### src/rtl/alu_result_demux.sv
// alu_result_demux: registered 1:5 result distributor.
// One WIDTH-bit word with a 3-bit lane code arrives per valid/ready transfer.
// The word is steered into the one-entry holding register of the addressed lane.
// Each lane then offers the word to its own consumer with a valid/ready handshake.
// Lane codes 5..7 are illegal: the word is accepted and dropped, and err_ctl sets
// and stays set until reset.
// Optional build macro: ALU_DEMUX_CNT_EN adds a per-lane delivery counter (lane_cnt).
module alu_result_demux #(
    parameter int WIDTH = 32,
    parameter int CNT_W = 16
) (
    input  logic                 clk,
    input  logic                 rst_n,
    input  logic                 in_valid,
    output logic                 in_ready,
    input  logic [2:0]           in_ctl,
    input  logic [WIDTH-1:0]     in_data,
    output logic [4:0]           out_valid,
    input  logic [4:0]           out_ready,
    output logic [5*WIDTH-1:0]   out_data,
    output logic                 err_ctl
`ifdef ALU_DEMUX_CNT_EN
    ,
    output logic [5*CNT_W-1:0]   lane_cnt
`endif
);

    typedef enum logic {
        EMPTY = 1'b0,
        FULL  = 1'b1
    } lane_state_t;

    lane_state_t      r_laneState [5];
    lane_state_t      w_stateNext [5];
    logic [WIDTH-1:0] r_laneData  [5];
    logic             r_errCtl;

    logic             w_legal;
    logic             w_xfer;
    logic [4:0]       w_load;
    logic [4:0]       w_drain;

    // Accept when the addressed lane is empty or drains this cycle; illegal codes always accept
    always_comb begin
        w_legal  = (in_ctl <= 3'd4);
        in_ready = 1'b1;
        for (int k = 0; k < 5; k++) begin
            if (in_ctl == 3'(k)) begin
                in_ready = (r_laneState[k] == EMPTY) | out_ready[k];
            end
        end
    end

    // Per-lane load and drain strobes plus EMPTY/FULL next-state logic
    always_comb begin
        w_xfer = in_valid & in_ready;
        for (int k = 0; k < 5; k++) begin
            w_load[k]      = w_xfer & w_legal & (in_ctl == 3'(k));
            w_drain[k]     = (r_laneState[k] == FULL) & out_ready[k];
            w_stateNext[k] = r_laneState[k];
            case (r_laneState[k])
                EMPTY: begin
                    if (w_load[k]) begin
                        w_stateNext[k] = FULL;
                    end
                end
                FULL: begin
                    if (w_load[k]) begin
                        w_stateNext[k] = FULL;
                    end else if (w_drain[k]) begin
                        w_stateNext[k] = EMPTY;
                    end
                end
                default: w_stateNext[k] = EMPTY;
            endcase
        end
    end

    // Lane state registers; reset discards any held word
    always_ff @(posedge clk or negedge rst_n) begin
        if (!rst_n) begin
            for (int k = 0; k < 5; k++) begin
                r_laneState[k] <= EMPTY;
            end
        end else begin
            for (int k = 0; k < 5; k++) begin
                r_laneState[k] <= w_stateNext[k];
            end
        end
    end

    // Holding registers change only when their own lane loads, so data is stable while stalled
    always_ff @(posedge clk or negedge rst_n) begin
        if (!rst_n) begin
            for (int k = 0; k < 5; k++) begin
                r_laneData[k] <= '0;
            end
        end else begin
            for (int k = 0; k < 5; k++) begin
                if (w_load[k]) begin
                    r_laneData[k] <= in_data;
                end
            end
        end
    end

    // Sticky flag recording that an illegal lane code was accepted
    always_ff @(posedge clk or negedge rst_n) begin
        if (!rst_n) begin
            r_errCtl <= 1'b0;
        end else if (w_xfer && !w_legal) begin
            r_errCtl <= 1'b1;
        end
    end

    // Flatten lane state and data onto the output buses
    always_comb begin
        for (int k = 0; k < 5; k++) begin
            out_valid[k]              = (r_laneState[k] == FULL);
            out_data[k*WIDTH +: WIDTH] = r_laneData[k];
        end
        err_ctl = r_errCtl;
    end

`ifdef ALU_DEMUX_CNT_EN
    logic [CNT_W-1:0] r_laneCnt [5];

    // Delivery counters step on each completed lane handshake and wrap naturally
    always_ff @(posedge clk or negedge rst_n) begin
        if (!rst_n) begin
            for (int k = 0; k < 5; k++) begin
                r_laneCnt[k] <= '0;
            end
        end else begin
            for (int k = 0; k < 5; k++) begin
                if (w_drain[k]) begin
                    r_laneCnt[k] <= r_laneCnt[k] + 1'b1;
                end
            end
        end
    end

    // Flatten the counters onto the lane_cnt bus
    always_comb begin
        for (int k = 0; k < 5; k++) begin
            lane_cnt[k*CNT_W +: CNT_W] = r_laneCnt[k];
        end
    end
`endif

endmodule

### config.mk
export PLATFORM = sky130hd
export DESIGN_NAME = alu_result_demux
export DESIGN_NICKNAME = d
export VERILOG_FILES = /design/src/rtl/alu_result_demux.sv
export SDC_FILE = /design/constraint.sdc
export NUM_CORES = 1
export LEC_CHECK = 0
export CORE_MARGIN = 8
export CORE_UTILIZATION = 50
export DETAILED_ROUTE_END_ITERATION = 8
export HOLD_SLACK_MARGIN = 0.12
export PLACE_DENSITY = 0.86
export SYNTH_ARGS = -nofsm -noshare
export SYNTH_HDL_FRONTEND = slang
export SYNTH_SLANG_ARGS = --single-unit
### constraint.sdc
create_clock -name clk -period 2.1 [get_ports clk]
set_input_delay 0.42 -clock clk [delete_from_list [all_inputs] [get_ports clk]]
set_output_delay 0.42 -clock clk [all_outputs]
set_load 0.005 [all_outputs]
Word-level counts from Yosys, hierarchy flattened --
Cells that the tools add are included.
Cells by class: reductions and logical operators 3, shifts and indexed selects 0, muxes and demuxes 25, bitwise gates (word level) 22, eq/ne operators 4, div/mod/pow operators 0, add/subtract/negate cells 0, order comparisons 1, multiply operators 0
Operators with widths (number):
- 2-to-1 mux 1 bit | 20
- AND 1 bit | 12
- one-hot mux 1 bit (2 select lines) | 5
- == test 3 x 2 -> 1 bit, second input constant | 2
- inverter 1 bit | 5
- OR 1 bit | 5
- == test 3 x 1 -> 1 bit, second input constant | 1
- == test 3 bit, second input constant | 1
- <= comparator 3 bit, second input constant | 1
- logical NOT 3 bit | 1
- logical AND 1 bit | 1
- logical NOT 1 bit | 1
Word-level totals: bits in read-only memories 0, latch bits 0, bits in writable memories 0, register bits 166, logic and storage cells 66, memories 0

Logic depth before layout (Yosys ltp) --
Gate-level depths: netlist (run 1).
word-level depth 12, depth in mapped cells 6

Least setup slack after synthesis (run 1) --
Ideal clock, no wire load.
path kind input port to flip-flop, start point in in_ctl[0], end point reg r_laneData, in the netlist out_data[131], path slack 0.511 ns, data arrival time 1.464 ns, setup time 0.125 ns, stages on the path 6, path through buf_4 -> nor2_2 -> and4_1 -> buf_4 -> buf_6 -> mux2_2
On the way: longest elaborated chain between the ends 9, elaborated cells between the ends (all ways) 14
Ends and longest elaborated chain:
- start: declaration | line 16 | input logic [2:0] in_ctl,
- logical NOT 3 bit | line 48 | if (in_ctl == 3'(k)) begin
- 2-to-1 mux 1 bit (5 in series) | line 48
- AND 1 bit | line 56 | w_xfer = in_valid & in_ready;
- AND 1 bit | line 58 | w_load[k] = w_xfer & w_legal & (in_ctl == 3'(k));
- AND 1 bit (*) | line 58
- end signal: indexed assignment | line 101 | r_laneData[k] <= in_data;
- end: declaration | line 35 | logic [WIDTH-1:0] r_laneData [5];
Every way passes the cells marked *; elsewhere a longest branch is shown, timed or not. A chain may end at the register's enable or synchronous reset.

Worst setup path in the final report (run 1) --
start point in out_ready[0], end point out in_ready
On the way: longest elaborated chain between the ends 6
Ends and longest elaborated chain:
- start: declaration | line 19 | input logic [4:0] out_ready,
- OR 1 bit | line 49 | in_ready = (r_laneState[k] == EMPTY) | out_ready[k];
- 2-to-1 mux 1 bit (5 in series) | line 48
- end: declaration | line 15 | output logic in_ready,
No other way between the ends.

==> run summary, run 1 <==
The maximum number of buffers from clock root to sink came out at 2. The total number of H-tree levels came out at 4. The total count of hold-check failures in the final report came to 0. The insertion delay of the later-clocked pin in the worst-skew pair is 0.41 ns. The clock transition time at the flip-flop clock pins of the worst setup and hold paths is 0.06 ns. The total design power is between 9000 and 10000 uW. The count of pins over their slew limit came out at 0.

The worst-margin pin slew is 0.485 ns. The wire length per cell after detailed routing came out at 21.6 um. The met3 wire length is 1.51 mm. The post-synth design cell area is 0.00646 mm^2. The count of flip-flops with a built-in enable after synthesis is 0.

The average footprint of a synthesized cell is about 17 um^2. In the final design database the tool counted 650 nets. The share of the core filled with cells in the final layout is 0.751.

The largest net degree at the start of global routing is 52. The total leakage power is 0.00411 uW. The HPWL after detailed placement is 12.4 mm. In this design, the largest share of critical-path delay is due to buffers and inverters. The distinct cell type count of the synthesized netlist is 26. The post-layout instance count excluding filler cells came out at 789. The most common cell after layout, fill and taps aside is sky130_fd_sc_hd__clkdlybuf4s50_1. The run finished with clean final reports.

TritonCTS built the clock tree. Before antenna repair, the detailed router went through 4 iterations. For this run the aggregate overflow at the end of global routing stands at 0. Setup repair after global routing left no endpoint under its margin. The async set-or-reset flop fraction in the synthesized netlist is 1.00. The initial antenna violation count came to 0. In this run the tool buffered the top-level ports with 209 buffer cells. The highest layer touched by signal routing is met4.

The number of I/O pins is 210. The count of unresolved DRC violations after routing is 0. The effective utilization at floorplan came out at 0.512.

In this run, synthesis produced a sequential element count of 166. For this run, the register share of the synthesized area comes to 0.643. The clock tree skew after final layout came out at 0.00720 ns.

For this run, the number of Yosys warnings is 0. Counting every instance in the synthesized netlist gives 374. The dominant synthesized flop cell is sky130_fd_sc_hd__dfrtp_1. The multi-input combinational cells in the finished layout cover a total of approximately 0.0021 mm^2. The worst hold path belongs to the class flip-flop to flip-flop. The layout has 812 filler cells. The worst reg-to-reg setup slack came out at 0.52 ns.

The synthesis-to-finish area growth is 46.6%. The width of the die came out at 130 um. The worst ir drop on vdd came out at roughly 0.61 mV. In this run the power density over the cells is ~1000 mW/mm^2. The signal on the critical path passes through clkdlybuf4s50_1 -> nand2b_4 -> a21oi_1 -> o311ai_1 -> clkdlybuf4s15_1. The arrival time reported for the critical path endpoint came out at approximately 1.6 ns. The remaining antenna violation count after routing came out at 0.

Using the TritonRoute via totals, the vias-per-cell ratio works out to 5.13. In the layout the commonest cells are sky130_fd_sc_hd__clkdlybuf4s50_1 (206), sky130_fd_sc_hd__dfrtp_1 (166), sky130_fd_sc_hd__mux2_2 (115). The number of cells after detailed placement is 759. STA classifies the critical path endpoint as an output pin. The number of endpoints failing setup at the final stage came out at 0. Together, buffers and inverters on the worst path number 2. The critical path is of the input port to output pin type.

The total number of placement rows came out at 41. Counting every sink on the clock net gives ~170. The largest individual stage delay along the critical path comes from the cell sky130_fd_sc_hd__clkdlybuf4s50_1. The number of inserted diodes came out at 0. In the final routing, the length of wire on met1 measures 6.54 mm. The number of buffers created by CTS is 17.

For this run, the total global-route usage over all layers was measured as 0.210. The required time at the worst-slack endpoint came out at roughly 1.7 ns. Timing would allow up to 498 MHz. Dividing the final minimum period by the clock period gives 0.957. The register area is 0.00415 mm^2.

Along the worst path, the maximum fanout reaches 3. The instance area after placement is 0.00893 mm^2. The final routed wirelength across all metal layers came out at approximately 17 mm.

The number of global-route vias before repair came out at 4674. The die height is 130 um. The first global-routing pass estimated 26.6 mm of wire. The final period demand of the worst path is between 2 and 2.5 ns. The routed length on met2 is 8.72 mm. Routability-driven placement finished with a final weighted congestion of between 0.8 and 0.9. The total nets after synthesis is 417. The overall via count from detail_route came out at 4046. The largest single stage delay on the critical path is 0.45 ns.

The worst slew margin relative to its limit came out at 0.677. The region available for standard cell placement spans 0.0126 mm^2. The tool flagged a number of max-cap violations equal to 0. The cell at the root of the clock tree is sky130_fd_sc_hd__clkbuf_16. The die covers 0.0168 mm^2. STA classifies the critical path startpoint as an input port. The fraction of final layout cells with drive strength greater than 1 came out at 0.327. The number of DRC markers in iteration 0 came out at 193. The final-layout worst hold slack is 0.478 ns. The cell area after layout is 0.00948 mm^2.
==> path summary, 6_finish.rpt <==
path,cells past startpoint,endpoint,from
max,5,in_ready,out_ready[0]
min,1,err_ctl$_DFFE_PN0P_,err_ctl$_DFFE_PN0P_
min in group asynchronous,2,out_data[25]$_DFFE_PN0P_,rst_n
min reg2reg,1,err_ctl$_DFFE_PN0P_,err_ctl$_DFFE_PN0P_
max reg2reg,5,out_data[139]$_DFFE_PN0P_,out_valid[4]$_DFF_PN0_
max in group asynchronous,3,out_data[70]$_DFFE_PN0P_,rst_n
==> stage by stage <==
| step | setup WS, ns | TNS, ns |
|---|---|---|
| final | 0.0903 | 0 |
| after detailed placement | -0.355 | -4.62 |
| after CTS | 0.0154 | 0 |
| after global placement | -0.333 | -1.43 |
| after floorplan | 0.511 | 0 |
| after global routing | 0.0200 | 0 |
==> worst register-to-register path, delay by kind of cell, from the launching register on <==
family	cells	cell delay [ns]
multiplexers	1	0.36
buffers and inverters	2	0.31
AND/OR/NAND/NOR	2	0.42
flip-flops	1	0.37
==> Yosys cell counts (2+ instances only) <==
library cell | instances | share of area
sky130_fd_sc_hd__buf_6 | 6 | 0.010
sky130_fd_sc_hd__o31ai_1 | 2 | 0.0023
sky130_fd_sc_hd__buf_4 | 2 | 0.0023
sky130_fd_sc_hd__mux2_2 | 115 | 0.20
sky130_fd_sc_hd__buf_2 | 9 | 0.0070
sky130_fd_sc_hd__inv_1 | 2 | 0.0012
sky130_fd_sc_hd__dfrtp_1 | 166 | 0.64
sky130_fd_sc_hd__nand2b_1 | 5 | 0.0048
sky130_fd_sc_hd__nand2_1 | 5 | 0.0029
sky130_fd_sc_hd__mux2_4 | 30 | 0.070
sky130_fd_sc_hd__buf_12 | 3 | 0.0093
sky130_fd_sc_hd__mux2_1 | 15 | 0.026
==> flip-flops by register name (all words and copies together) (netlist names) <==
register,flops
err_ctl,1
out_valid,5
out_data,160
==> power by group <==
group	total, uW	internal [uW]	switching, uW
clock network	2810	1670	1140
registers	4300	3900	395
logic	2660	1840	815
==> routing by layer <==
metal,GRT usage,vias up
li1,-,1790
met1,0.225,2099
met2,0.364,139
met3,0.0959,18
met4,0.0663,0
met5,0,-
==> area by class of cell <==
cell class / instances / share of cell area
timing repair buffer: 234 / 0.258
inverter: 2 / 0.000792
clock inverter: 4 / 0.00515
multi-input combinational: 186 / 0.225
tap: 172 / 0.0227
clock buffer: 25 / 0.0502
sequential: 166 / 0.438
==> logic make-up after synthesis <==
group / synth area share
simple gates: 0.0234
buf+inv: 0.0302
mux: 0.296
compound gates: 0.00755
flops: 0.643
==> repair_timing <==
| item | CTS | global route |
|---|---|---|
| buffers inserted | 0 | 0 |
| hold buffers | 1 | 0 |
| resized for setup | 5 | 2 |
| setup endpoints to repair | 1 | 1 |
| hold endpoints to repair | 45 | 0 |
Note: power is estimated with default switching activity, not from simulation.
==> run 2, diff against run 1 <==
--- a/config.mk
+++ b/config.mk
@@ -5,6 +5,7 @@
 export SDC_FILE = /design/constraint.sdc
 export NUM_CORES = 1
 export LEC_CHECK = 0
+export CORE_ASPECT_RATIO = 1.1
 export CORE_MARGIN = 8
 export CORE_UTILIZATION = 50
 export DETAILED_ROUTE_END_ITERATION = 8
==> run 2 against run 1 <==
Non-clock buffer count stayed put. Worst setup slack worse by 0.0089 ns. Sequential power hardly changed. Routed wire length is 2.6% higher. First-iteration DRC count is 4.7% higher. Sequential share of layout area is 0.15 points lower. Sequential cell count stayed put. Clock skew is 0.00062 ns lower. Power is 3.2% higher. Clock power is 10% higher.
==> run summary, run 2 (same netlist as run 1, synthesis figures left out) <==
The run finished with clean final reports. The maximum number of buffers from clock root to sink is 2 (unchanged). STA classifies the critical path startpoint as an input port. The die height is 135 um (+4.3%). The largest net degree at the start of global routing came out at 61 (+17%). The clock transition time at the flip-flop clock pins of the worst setup and hold paths came out at 0.06 ns (about the same). The total design power is 10100 uW (+3.2%). The number of endpoints failing setup at the final stage is 0 (unchanged). The met1 routed wirelength after detailed routing came out at 6.99 mm (+6.8%). The global-route wire length before repair is 27.7 mm (+4.1%). The worst-margin pin slew came out at 0.570 ns (+0.0856 ns). The ratio of total power to cell area was 1060 mW/mm^2 (+2.8%). The delay contributed by the slowest stage of the critical path came to 0.45 ns (about the same). The HPWL after detailed placement came out at 12.5 mm (+0.83%).

For this design, the slowest cell found on the critical path is sky130_fd_sc_hd__clkdlybuf4s50_1. The share of the clock period used by the worst path came out at 0.961 (+0.00426). Setup repair after global routing left no endpoint under its margin. The post-layout instance count excluding filler cells is 777 (-1.5%). The count of unresolved DRC violations after routing is 0 (unchanged). Traced cell by cell, the critical path runs through clkdlybuf4s50_1 -> nand2b_1 -> nor2_1 -> o311ai_1 -> clkdlybuf4s15_1.

The final period demand of the worst path came out at 2.02 ns (+0.00894 ns). The number of cells after detailed placement is 744 (-2.0%). The internal power consumption is 7650 uW (+3.2%). The required time at the worst-slack endpoint is 1.68 ns (about the same).

In this run the critical register-to-register path is launched from out_valid[4]$_DFF_PN0_. The number of buffers created by CTS was 17 (unchanged). The relative contribution of sequential cells to total power came out at 0.428 (-0.012). The maximum clock rate came out at 495 MHz (-0.44%). The instance area after placement came to 0.00890 mm^2 (-0.35%). The fraction of final layout cells with drive strength greater than 1 came out at 0.332 (+0.00487).

The fill cell total of the finished layout is 738 (-9.1%). The number of inserted diodes is 0 (unchanged). The number of DRC markers in iteration 0 is 202 (+4.7%). The wire length per cell after detailed routing came to 22.5 um (+4.2%). The total net switching power is 2420 uW (+3.2%).

The effective utilization at floorplan is 0.511 (-0.000963). The remaining antenna violation count after routing is 0 (unchanged). In this run the worst setup path begins at out_ready[2]. The total number of H-tree levels was 4 (unchanged). The library cell used most frequently in the layout, excluding fill and tap cells, is sky130_fd_sc_hd__clkdlybuf4s50_1.

The overall fraction of global-route tracks in use came out at 0.213 (+0.00273). The total leakage power came to 0.00414 uW (+0.54%). The number of buffer cells added on primary ports came out at 209 (unchanged). The startpoint identified for the worst hold timing path is out_data[130]$_DFFE_PN0P_.

The clock net sink count came to 166 (unchanged). The max capacitance violation total is 0 (unchanged). The routed length on met2 is 8.81 mm (+1.0%). The synthesis-to-finish area growth came out at 47.1%.

The final routed wirelength across all metal layers came out at 17.5 mm (+2.6%). The kind of critical path is input port to output pin. The clock tree skew after final layout came out at 0.00658 ns (-0.000618 ns). The kind of end point of the critical path is an output pin.

The weighted congestion reported at the end of routability-driven placement is 0.815 (-3.1%). The worst ir drop on vdd came out at 0.700 mV (+15%). The overall via count from detail_route came out at 4074 (+0.69%).

The arrival time reported for the critical path endpoint came out at 1.60 ns (about the same). The net total in the final layout is 650 (unchanged). The library cells used most frequently in the layout, excluding fill and tap cells, are sky130_fd_sc_hd__clkdlybuf4s50_1 (206), sky130_fd_sc_hd__dfrtp_1 (166), sky130_fd_sc_hd__mux2_2 (115).

The sum of overflow across all layers after global routing came out at 0 (unchanged). The number of global-route vias before repair came out at 4651 (-0.49%). TritonCTS built the clock tree. The number of I/O pins is 210 (unchanged). The top layer reached by signal wires is met4. The min-delay analysis places its worst path in the category flip-flop to flip-flop. The die area is 0.0168 mm^2 (about the same). The total number of placement rows was 43 (+4.9%). The worst slew margin relative to its limit is 0.620 (-0.0571). The fraction of power spent switching nets is 0.240 (about the same).

The proportion of power drawn by combinational gates is 0.264 (-0.008). The clock group share of total power is 0.308 (+0.020). The flip-flop count of the largest register, all copies and words added came to 160 (unchanged).

The total count of hold-check failures in the final report is 0 (unchanged). The width of the die came to 124 um (-4.1%). The cell area after layout came out at 0.00951 mm^2 (+0.34%). The average vias per placed instance came out at 5.24 (+2.2%). The count of pins over their slew limit is 0 (unchanged). Clock tree synthesis selected as its root buffer the cell sky130_fd_sc_hd__clkbuf_16.

The first-pass iteration count of the detailed router was 4 (unchanged). The initial antenna violation count is 0 (unchanged). The core area came out at 0.0126 mm^2 (+0.19%). The insertion delay of the later-clocked pin in the worst-skew pair came to 0.42 ns (about the same). The final-layout worst hold slack came out at 0.490 ns (+0.0119 ns). The met3 wire length is 1.33 mm (-12%). The worst-path maximum fanout was 2 (-1).
run 2: path summary, 6_finish.rpt:
check	end	slack (ns)	cells past startpoint
worst min-delay path	out_data[130]$_DFFE_PN0P_	0.49	1
min in group asynchronous	out_data[64]$_DFFE_PN0P_	0.53	2
worst min register to register	out_data[130]$_DFFE_PN0P_	0.49	1
worst max register to register	out_data[140]$_DFFE_PN0P_	0.47	5
worst max-delay path	in_ready	0.08	5
max in group asynchronous	out_data[102]$_DFFE_PN0P_	0.87	3
run 2: final cells by class:
class | count | area [um^2] | area share
tap | 157 | 196 | 0.0207
clock buffer | 26 | 509 | 0.0535
clock inverter | 6 | 90.1 | 0.00947
timing repair buffer | 234 | 2430 | 0.256
sequential | 166 | 4150 | 0.437
multi-input combinational | 186 | 2120 | 0.223
inverter | 2 | 7.51 | 0.000789
run 2: metrics by stage:
stage	setup TNS, ns	utilization	worst slack [ns]
after global placement	-0.940	0.704	-0.273
after floorplan	0	-	0.511
after detailed placement	-4.13	0.704	-0.347
final	0	0.752	0.0814
after global routing	0	0.752	0.0121
after CTS	0	0.752	0.0259
run 2: worst max-delay path: cells and delay by family:
kind	cells	cell delay (ns)
simple gates	2	0.19
compound gates	1	0.29
buf+inv	2	0.71
run 2: what timing repair did:
item | 4_1_cts | 5_1_grt
endpoints found under the hold margin | 57 | 0
gates resized for setup | 3 | 2
pin swaps | 0 | 1
buffers inserted | 0 | 0
hold buffers | 1 | 0
setup endpoints to repair | 1 | 1
run 2: layer usage:
layer / vias up / GRT usage
met4: 0 / 0.0810
met3: 26 / 0.0865
li1: 1802 / -
met5: - / 0
met1: 2099 / 0.246
met2: 147 / 0.349
run 2: power groups by stage:
stage | Clock [uW] | Combinational, uW | Sequential (uW)
floorplan | 0 | 745 | 4340
CTS | 3170 | 2710 | 4310
global route | 3290 | 2830 | 4390
global placement | 0 | 2610 | 4300
detailed placement | 0 | 2690 | 4340
finish | 3100 | 2660 | 4310
